<file path="src/rtl/ram4k_arb_pkg.sv">
// Shared types and defaults for the RAM4K port-A arbiter.
package ram4k_arb_pkg;

    localparam int unsigned DefAddrW = 12;
    localparam int unsigned DefDataW = 4;

    // IDLE: open round-robin; OWNx: requester x holds port A under LOCK
    typedef enum logic [1:0] {
        StIdle = 2'd0,
        StOwn0 = 2'd1,
        StOwn1 = 2'd2
    } arb_state_e;

    // Requester id: 0 or 1
    typedef logic req_id_t;

    function automatic req_id_t other_req(input req_id_t id);
        return ~id;
    endfunction

endpackage

</file>
<file path="src/rtl/ram4k_arb_fsm.sv">
// Arbitration core: owner state, round-robin pointer, lock counter and grants.
module ram4k_arb_fsm
    import ram4k_arb_pkg::*;
#(
    parameter int unsigned MAX_LOCK = 4
) (
    input  logic clk,
    input  logic rst_n,
    input  logic req0,
    input  logic req1,
    input  logic lock0,
    input  logic lock1,
    output logic gnt0,
    output logic gnt1
);

    localparam int unsigned CntW = $clog2(MAX_LOCK + 1);
    localparam logic [CntW-1:0] CntLast = CntW'(MAX_LOCK - 1);

    arb_state_e      state_q;
    req_id_t         pri_q;
    logic [CntW-1:0] cnt_q;

    logic    win_valid;
    req_id_t win_id;
    logic    lock_win;

    // Pick this cycle's winner; in OWNx only the owner can win.
    always_comb begin
        win_valid = 1'b0;
        win_id    = 1'b0;
        unique case (state_q)
            StOwn0: begin
                win_valid = req0;
                win_id    = 1'b0;
            end
            StOwn1: begin
                win_valid = req1;
                win_id    = 1'b1;
            end
            default: begin
                if (req0 && req1) begin
                    win_valid = 1'b1;
                    win_id    = pri_q;
                end else if (req0) begin
                    win_valid = 1'b1;
                    win_id    = 1'b0;
                end else if (req1) begin
                    win_valid = 1'b1;
                    win_id    = 1'b1;
                end
            end
        endcase
    end

    assign lock_win = win_id ? lock1 : lock0;
    // Grants are forced low while reset is asserted, not just after the next edge.
    assign gnt0 = rst_n & win_valid & ~win_id;
    assign gnt1 = rst_n & win_valid & win_id;

    // Ownership, round-robin pointer and lock-length bookkeeping.
    always_ff @(posedge clk or negedge rst_n) begin
        if (!rst_n) begin
            state_q <= StIdle;
            pri_q   <= 1'b0;
            cnt_q   <= '0;
        end else begin
            unique case (state_q)
                StOwn0, StOwn1: begin
                    // Release on dropped request, dropped lock, or the forced-release grant.
                    if (!win_valid || !lock_win || cnt_q == CntLast) begin
                        state_q <= StIdle;
                        pri_q   <= other_req(win_id);
                        cnt_q   <= '0;
                    end else begin
                        cnt_q <= cnt_q + CntW'(1);
                    end
                end
                default: begin
                    if (win_valid) begin
                        if (lock_win) begin
                            state_q <= win_id ? StOwn1 : StOwn0;
                            cnt_q   <= '0;
                        end else begin
                            pri_q <= other_req(win_id);
                        end
                    end
                end
            endcase
        end
    end

endmodule

</file>
<file path="src/rtl/ram4k_porta_arbiter.sv">
// Two-requester arbiter for port A of a 4K x 4 dual-port RAM.
// Optional port A/B collision flag enabled by defining RAM4K_ARB_COLLISION_EN.
module ram4k_porta_arbiter
    import ram4k_arb_pkg::*;
#(
    parameter int unsigned ADDR_W   = DefAddrW,
    parameter int unsigned DATA_W   = DefDataW,
    parameter int unsigned MAX_LOCK = 4
) (
    input  logic              clk,
    input  logic              rst_n,
    input  logic              req0,
    input  logic              req1,
    input  logic              we0,
    input  logic              we1,
    input  logic              lock0,
    input  logic              lock1,
    input  logic [ADDR_W-1:0] addr0,
    input  logic [ADDR_W-1:0] addr1,
    input  logic [DATA_W-1:0] di0,
    input  logic [DATA_W-1:0] di1,
    output logic              gnt0,
    output logic              gnt1,
    output logic              rdvld0,
    output logic              rdvld1,
    output logic [DATA_W-1:0] do0,
    output logic [DATA_W-1:0] do1,
    output logic              ram_en,
    output logic              ram_we,
    output logic [ADDR_W-1:0] ram_addr,
    output logic [DATA_W-1:0] ram_di,
    input  logic [DATA_W-1:0] ram_do,
    input  logic              pb_en,
    input  logic              pb_we,
    input  logic [ADDR_W-1:0] pb_addr,
    output logic              coll
);

    logic rdvld0_q;
    logic rdvld1_q;

    ram4k_arb_fsm #(
        .MAX_LOCK(MAX_LOCK)
    ) u_fsm (
        .clk  (clk),
        .rst_n(rst_n),
        .req0 (req0),
        .req1 (req1),
        .lock0(lock0),
        .lock1(lock1),
        .gnt0 (gnt0),
        .gnt1 (gnt1)
    );

    assign ram_en = gnt0 | gnt1;

    // Route the winner's fields to port A; an idle port is driven to zero.
    always_comb begin
        ram_we   = 1'b0;
        ram_addr = '0;
        ram_di   = '0;
        if (gnt0) begin
            ram_we   = we0;
            ram_addr = addr0;
            ram_di   = di0;
        end else if (gnt1) begin
            ram_we   = we1;
            ram_addr = addr1;
            ram_di   = di1;
        end
    end

    // Read-valid follows a granted read by one cycle, matching RAM latency.
    always_ff @(posedge clk or negedge rst_n) begin
        if (!rst_n) begin
            rdvld0_q <= 1'b0;
            rdvld1_q <= 1'b0;
        end else begin
            rdvld0_q <= gnt0 & ~we0;
            rdvld1_q <= gnt1 & ~we1;
        end
    end

    assign rdvld0 = rdvld0_q;
    assign rdvld1 = rdvld1_q;
    assign do0    = ram_do;
    assign do1    = ram_do;

`ifdef RAM4K_ARB_COLLISION_EN
    logic coll_hit;
    logic coll_q;

    assign coll_hit = ram_en & pb_en & (ram_addr == pb_addr) & (ram_we | pb_we);

    // Flag same-address A/B accesses where at least one side writes.
    always_ff @(posedge clk or negedge rst_n) begin
        if (!rst_n) begin
            coll_q <= 1'b0;
        end else begin
            coll_q <= coll_hit;
        end
    end

    assign coll = coll_q;
`else
    logic unused_pb;
    assign unused_pb = ^{pb_en, pb_we, pb_addr};
    assign coll      = 1'b0;
`endif

endmodule

</file>
<file path="config.mk">
export PLATFORM = sky130hd
export DESIGN_NAME = ram4k_porta_arbiter
export DESIGN_NICKNAME = d
export VERILOG_FILES = /design/src/rtl/ram4k_arb_pkg.sv /design/src/rtl/ram4k_arb_fsm.sv /design/src/rtl/ram4k_porta_arbiter.sv
export SDC_FILE = /design/constraint.sdc
export NUM_CORES = 1
export LEC_CHECK = 0
export BUFFER_PORTS_ARGS = -buffer_cell sky130_fd_sc_hd__buf_4
export CELL_PAD_IN_SITES_DETAIL_PLACEMENT = 1
export CELL_PAD_IN_SITES_GLOBAL_PLACEMENT = 1
export CORE_ASPECT_RATIO = 1.25
export CORE_MARGIN = 2
export CORE_UTILIZATION = 19
export DETAILED_ROUTE_END_ITERATION = 10
export PLACE_DENSITY = 0.77
export SLEW_MARGIN = 40
export SYNTH_ARGS = -nofsm -noshare
export SYNTH_HDL_FRONTEND = slang
export SYNTH_HIERARCHICAL = 1
export SYNTH_SLANG_ARGS = --single-unit
</file>
<file path="constraint.sdc">
create_clock -name clk -period 1.9 [get_ports clk]
set_input_delay 0.095 -clock clk [delete_from_list [all_inputs] [get_ports clk]]
set_output_delay 0.095 -clock clk [all_outputs]
set_load 0.05 [all_outputs]
</file>
==> run summary, run 1 <==
Unique cell type count in the Yosys netlist - 30
Length in cells of the worst reg-to-reg path - 9
Clock transition at path regs - 0.05 ns
Most frequent cells in the layout - buf_4 (54), a22o_4 (11), buf_8 (11)
Post-Synthesis Net Count - 150
Layout cells sized above 1 - 73.1%
Clk Latency, worst-skew pair - 0.24 ns
Initial antenna violation count - 0
Die width - 60.8 µm
GRT Residual Overflow - 0
Most frequent CP cell - nor2b_4
CP Cell Sequence - ha_4 > nor2b_4 > a31oi_4 > and3_4 > nor2b_4 > buf_12 > a22o_2 > buf_8
Vias after detailed routing - 985
Area growth from synthesis to final layout - 123%
Part of the Yosys area used for sequential elements - 26.1%
Maximum fanout along the worst path - 9
Vert. Die Dim - 75.0 µm
TritonCTS clock tree - yes
Drt drc - 0
Post-Place Setup Slack - -0.195 ns
Area of the multi-input gates - 619 µm²
Fill count - 440
Aggregate negative setup slack - -4.14 ns
Post-route core utilization - 44.7%
Master cell of the clock root buffer - clkbuf_8
Number of clock sinks seen by CTS - 8
Worst Hold Path EP - rdvld0
Core area - 0.00382 mm²
Number of warnings printed during yosys synthesis - 6
Number of synthesized register bits - 8
TritonCTS Buffers - 3
Time the worst path needs with I/O delays and setup - 2.15 ns
WHS Path Cells - 2
Crit path setup slack, layout - -0.251 ns
Final Hold Violating Endpoints - 0
Number of max-slew violations in the final report - 0
Number of port buffers - 61
Via count of the first global-routing pass - 1156
Delay of the slowest cell on the worst path - 0.41 ns
First-pass GRT wire length - 5.42 mm
Detail Placement HPWL - 2.46 mm
Largest voltage drop on the vdd net - 0.743 mV
Worst clock skew - 0.0118 ns
Global routing usage summed across all routing layers - 16.8%
Starting density of the core - 20.1%
Maximum number of pins on one net before global-route repair - 14
Startpoint of the tightest hold check path - we0
Startpoint-to-endpoint class of the critical path - reg -> out
Number of antenna-violating nets in the routed design - 0
Combined area of all synthesized cells - 766 µm²
Cell at the slowest stage of the critical path - dfrtp_1
Peak Freq - 465 MHz
Unrepaired setup endpoints after global routing - yes
Diode insertion count for antenna repair - 0
First DRT Iteration DRCs - 12
Post-detailed-route via-to-cell ratio - 4.69
Storage element area - 200 µm²
Placer's final routability congestion estimate - 0.775
Number of buffers on the longest clock path - 2
Setup slack of the most critical reg-to-reg path - 0.24 ns
Data required, critical path - 1.80 ns
Static power due to leakage - 0.820 nW
Cells after Synth - 88
Power density relative to cell area - 1600 mW/mm²
CP startpoint kind - flip-flop
Critical path arrival - 2.06 ns
Post-route fraction of the period consumed by the critical path - 113%
Final Setup Violations - 18
Final routed wire length divided by cell count - 16.7 µm
Number of cell rows - 25
Violations in the final reports - setup timing
Total number of nets in the final design - 220
Total iterations of the first detailed-routing run - 4
CP endpoint kind - output port
Reg-to-Reg Start - u_fsm/state_q[1]
Deepest level of the CTS H-tree - 1
Number of maximum-capacitance violations - 0
Status - complete, but fails checks
Full die area - 0.00456 mm²
Total wirelength of the detailed-routed design - 3.52 mm
Number of primary I/O pins - 89
Cell Count, Final, Fillers Out - 210
Hold crit path type - in -> reg
Syn_area_per_cell - 8.70 µm²
Commonest non-fill, non-tap cell in the layout - buf_4
Critical R2R Capture - u_fsm/state_q[0]
Instance count after placement with tap cells included - 203
-- metrics by stage --
stage / cell area [µm²] / hold WS, ns / total power, W
detailed placement: 1440 / -0.0623 / 0.00207
floorplan: 918 / -0.201 / 0.00159
finish: 1710 / 0.0391 / 0.00272
CTS: 1680 / 0.0291 / 0.00265
global placement: 1440 / -0.0682 / 0.00203
global route: 1710 / 0.0395 / 0.00285
-- sequential cells by signal, summed over array words and instances (netlist names) --
signal         flops
u_fsm/state_q      2
rdvld1             1
u_fsm/pri_q        1
u_fsm/cnt_q        3
rdvld0             1
-- routing by layer --
metal	share of wire, %	global-route usage [%]	up-vias
li1	-	-	447
met1	31	15.4	473
met2	58	32.7	60
met3	10	6.70	5
met4	1.2	5.31	0
met5	0	0	-
-- Yosys cell counts --
cell type  count  area [µm²]
nor2_1         3        11.3
o21ai_0        3        15.0
buf_12         1        20.0
o221ai_1       1        8.76
nor2_2         1        6.26
and3_1         1        6.26
nand3_1        5        25.0
buf_6          1        11.3
dfrtp_1        8         200
inv_1          6        22.5
o21ai_1        1        5.00
o211ai_1       1        7.51
nand2_1        6        22.5
nand4_1        1        6.26
or3_1          1        6.26
a22o_1        16         140
a221o_1        1        10.0
nor2b_1        4        25.0
a21boi_0       1        7.51
o22ai_1        2        12.5
nand2b_1       1        6.26
buf_4         10        75.1
ha_1           4        50.1
a22oi_2        1        12.5
conb_1         1        3.75
a31oi_1        1        6.26
nor4_1         1        6.26
buf_2          2        10.0
mux2i_1        2        20.0
or2_1          1        6.26
-- final cells by class --
type	count	share of cell area [%]
Inverter	6	1.47
Tap cell	54	3.96
Clock buffer	3	2.42
Sequential cell	8	11.7
Multi-Input combinational cell	60	36.3
Timing Repair Buffer	79	44.1
-- cell families after synthesis --
logic type      Yosys count  synth area share [%]
compound gates           28                  29.4
mux                       2                  2.61
other cells               1                 0.490
buf+inv                  20                  18.1
fa+ha+maj                 4                  6.54
flops                     8                  26.1
simple gates             25                  16.7
-- how the worst max path moves through the flow --
stage	end	from
after CTS	ram_di[2]	u_fsm/state_q[0]
after global routing	ram_addr[1]	u_fsm/state_q[1]
after floorplan	ram_addr[10]	u_fsm/state_q[0]
after global placement	ram_addr[10]	u_fsm/state_q[0]
after detailed placement	ram_addr[7]	u_fsm/state_q[0]
final	ram_di[2]	u_fsm/state_q[1]
-- repair_timing --
action	4_1_cts	5_1_grt
hold endpoints to repair	8	0
setup endpoints to repair	20	20
setup buffers	3	0
pin swaps	4	0
hold buffers	1	0
gates resized for setup	42	7
cloned	0	0
-- critical path, delay by kind of cell (launching register included) --
kind,cells,cell delay (ns)
compound gates,2,0.39
fa+ha+maj,1,0.34
buf+inv,2,0.28
flops,1,0.41
simple gates,3,0.38
-- power by group --
| group | total, W | leakage (nW) | switching [W] | internal, W |
|---|---|---|---|---|
| Clock | 0.000216 | 0.0216 | 0.0000781 | 0.000138 |
| Sequential | 0.000236 | 0.105 | 0.0000250 | 0.000211 |
| Combinational | 0.00227 | 0.693 | 0.00121 | 0.00106 |
| Total | 0.00272 | 0.820 | 0.00131 | 0.00141 |
Power figures use the tool's default switching activity.
==> run 2, diff against run 1 <==
- clock period: 1.9 -> 1.8 ns (I/O delays scaled with it)
==> run 2 against run 1 <==
Against the previous run:
- the flow still finishes with violations (setup timing)
- highest routed layer unchanged
- hold slack worse by 0.0060 ns
- via count is 1.7% higher
- first-iteration DRC count is 17% lower
==> run summary, run 2 (synthesis gave the netlist of run 1 again) <==
Post-route fraction of the period consumed by the critical path - 122%
Maximum number of pins on one net before global-route repair - 14
Vias after detailed routing - 1002
Final Setup Violations - 20
Register ranked first by flip-flop count - u_fsm/cnt_q
Peak Freq - 456 MHz
Clock transition at path regs - 0.05 ns
Number of antenna-violating nets in the routed design - 0
Total number of nets in the final design - 228
Vert. Die Dim - 75.0 µm
First DRT Iteration DRCs - 10
CP Cell Sequence - ha_4 > nor2b_4 > a31oi_4 > and3_4 > nor2b_4 > buf_12 > a22o_2 > buf_6
Static power due to leakage - 0.869 nW
Gate power share - 83.9%
Final Hold Violating Endpoints - 0
Global routing usage summed across all routing layers - 16.0%
Time the worst path needs with I/O delays and setup - 2.19 ns
Maximum fanout along the worst path - 9
Startpoint of the tightest hold check path - we0
Starting density of the core - 20.1%
Crit path setup slack, layout - -0.392 ns
Final routed wire length divided by cell count - 16.2 µm
Violations in the final reports - setup timing
Critical R2R Capture - u_fsm/pri_q
Cell Count, Final, Fillers Out - 218
Drt drc - 0
Cell at the slowest stage of the critical path - dfrtp_1
Number of cell rows - 25
Delay of the slowest cell on the worst path - 0.42 ns
Fraction of power spent switching nets - 47.8%
Worst clock skew - 0.00814 ns
Unrepaired setup endpoints after global routing - yes
Placed standard-cell area - 0.00144 mm²
Diode insertion count for antenna repair - 0
Most frequent CP cell - nor2b_4
CP endpoint kind - output port
Master cell of the clock root buffer - clkbuf_8
Number of flip-flops in the largest register - 3
Area growth from synthesis to final layout - 134%
Worst Hold Path EP - rdvld0
Final std cell area, no fill - 0.00179 mm²
Commonest non-fill, non-tap cell in the layout - buf_4
Reg-to-Reg Start - u_fsm/state_q[1]
GRT Residual Overflow - 0
Data required, critical path - 1.71 ns
WHS Path Cells - 2
Total wirelength of the detailed-routed design - 3.53 mm
Via count of the first global-routing pass - 1137
CP startpoint kind - flip-flop
Length in cells of the worst reg-to-reg path - 9
Largest voltage drop on the vdd net - 0.810 mV
Die width - 60.8 µm
Most frequent cells in the layout - buf_4 (57), buf_6 (21), a22o_4 (11)
Switching power - 0.00143 W
Critical path arrival - 2.10 ns
Number of buffers on the longest clock path - 2
Hold crit path type - in -> reg
Number of port buffers - 61
Number of clock sinks seen by CTS - 8
Post-detailed-route via-to-cell ratio - 4.60
Setup slack of the most critical reg-to-reg path - 0.05 ns
Core area - 0.00382 mm²
Deepest level of the CTS H-tree - 1
Full die area - 0.00456 mm²
First-pass GRT wire length - 5.21 mm
Status - complete, but fails checks
Hold Worst Slack - 0.0331 ns
Sequential share of power - 8.5%
TritonCTS clock tree - yes
Clk Latency, worst-skew pair - 0.24 ns
Initial antenna violation count - 0
Detail Placement HPWL - 2.52 mm
Registers with the highest flip-flop counts - u_fsm/cnt_q x3, u_fsm/state_q x2
TritonCTS Buffers - 3
Startpoint-to-endpoint class of the critical path - reg -> out
Internal power - 0.00156 W
Total iterations of the first detailed-routing run - 4
Number of primary I/O pins - 89
Fraction of power consumed by the clock network - 7.6%
Layout cells sized above 1 - 75.6%
Placer's final routability congestion estimate - 0.778
Number of maximum-capacitance violations - 0
Power density relative to cell area - 1670 mW/mm²
Number of max-slew violations in the final report - 0
Instance count after placement with tap cells included - 204
==> run 2: cell count changes in the layout (fill, tap and decap cells not counted), sizes merged <==
cell  change
buf       +8
==> run 2: routing by layer <==
| metal | wire [µm] | vias up | track usage [%] |
|---|---|---|---|
| met1 | 1090 | 459 | 14.0 |
| met2 | 1940 | 69 | 30.3 |
| met4 | 96 | 0 | 7.49 |
| li1 | - | 465 | - |
| met3 | 404 | 9 | 7.22 |
| met5 | 0 | - | 0 |
==> run 2: layout make-up <==
cell class	instances	area (µm²)
multi-input combinational	60	642
timing repair buffer	87	815
clock buffer	3	41.3
sequential	8	200
tap	54	67.6
inverter	6	25.0
fill	446	2030
==> run 2: power groups by stage <==
stage,sequential (W),clock (W),combinational [W]
final,0.000253,0.000227,0.00251
after global routing,0.000256,0.000245,0.00263
after CTS,0.000252,0.000230,0.00235
after detailed placement,0.000249,0,0.00195
after global placement,0.000246,0,0.00191
after floorplan,0.000285,0,0.00139
==> run 2: worst max-delay path by stage <==
stage                     slack (ns)           end        startpoint  cells after the start
after floorplan                -0.30  ram_addr[10]  u_fsm/state_q[0]                     11
after global placement         -0.22  ram_addr[10]  u_fsm/state_q[1]                      8
after detailed placement       -0.33  ram_addr[10]  u_fsm/state_q[0]                      9
after CTS                      -0.33        ram_we  u_fsm/state_q[1]                      8
after global routing           -0.44     ram_di[2]  u_fsm/state_q[1]                      8
final                          -0.39     ram_di[3]  u_fsm/state_q[1]                      8
==> run 2: through the flow <==
step | utilization [%] | setup TNS, ns | power, W | setup WS, ns
global route | 46.9 | -8.11 | 0.00313 | -0.439
global placement | 37.8 | -3.67 | 0.00215 | -0.224
detailed placement | 37.8 | -5.67 | 0.00219 | -0.326
CTS | 44.7 | -5.89 | 0.00283 | -0.334
finish | 46.9 | -7.08 | 0.00299 | -0.392
floorplan | - | -4.97 | 0.00168 | -0.305
==> run 2: worst max-delay path, delay by kind of cell, from the launching register on <==
kind | cells | cell delay [ns]
buffers and inverters | 2 | 0.28
adders and majority gates | 1 | 0.36
AOI/OAI and AO/OA | 2 | 0.40
DFF | 1 | 0.42
and+or+nand+nor | 3 | 0.38
==> run 2: what timing repair did <==
action,in CTS,in global routing
pin swaps,4,5
setup buffers,6,5
setup endpoints to repair,21,22
cloned,0,0
gates resized for setup,42,12
hold buffers,1,0
endpoints found under the hold margin,8,0
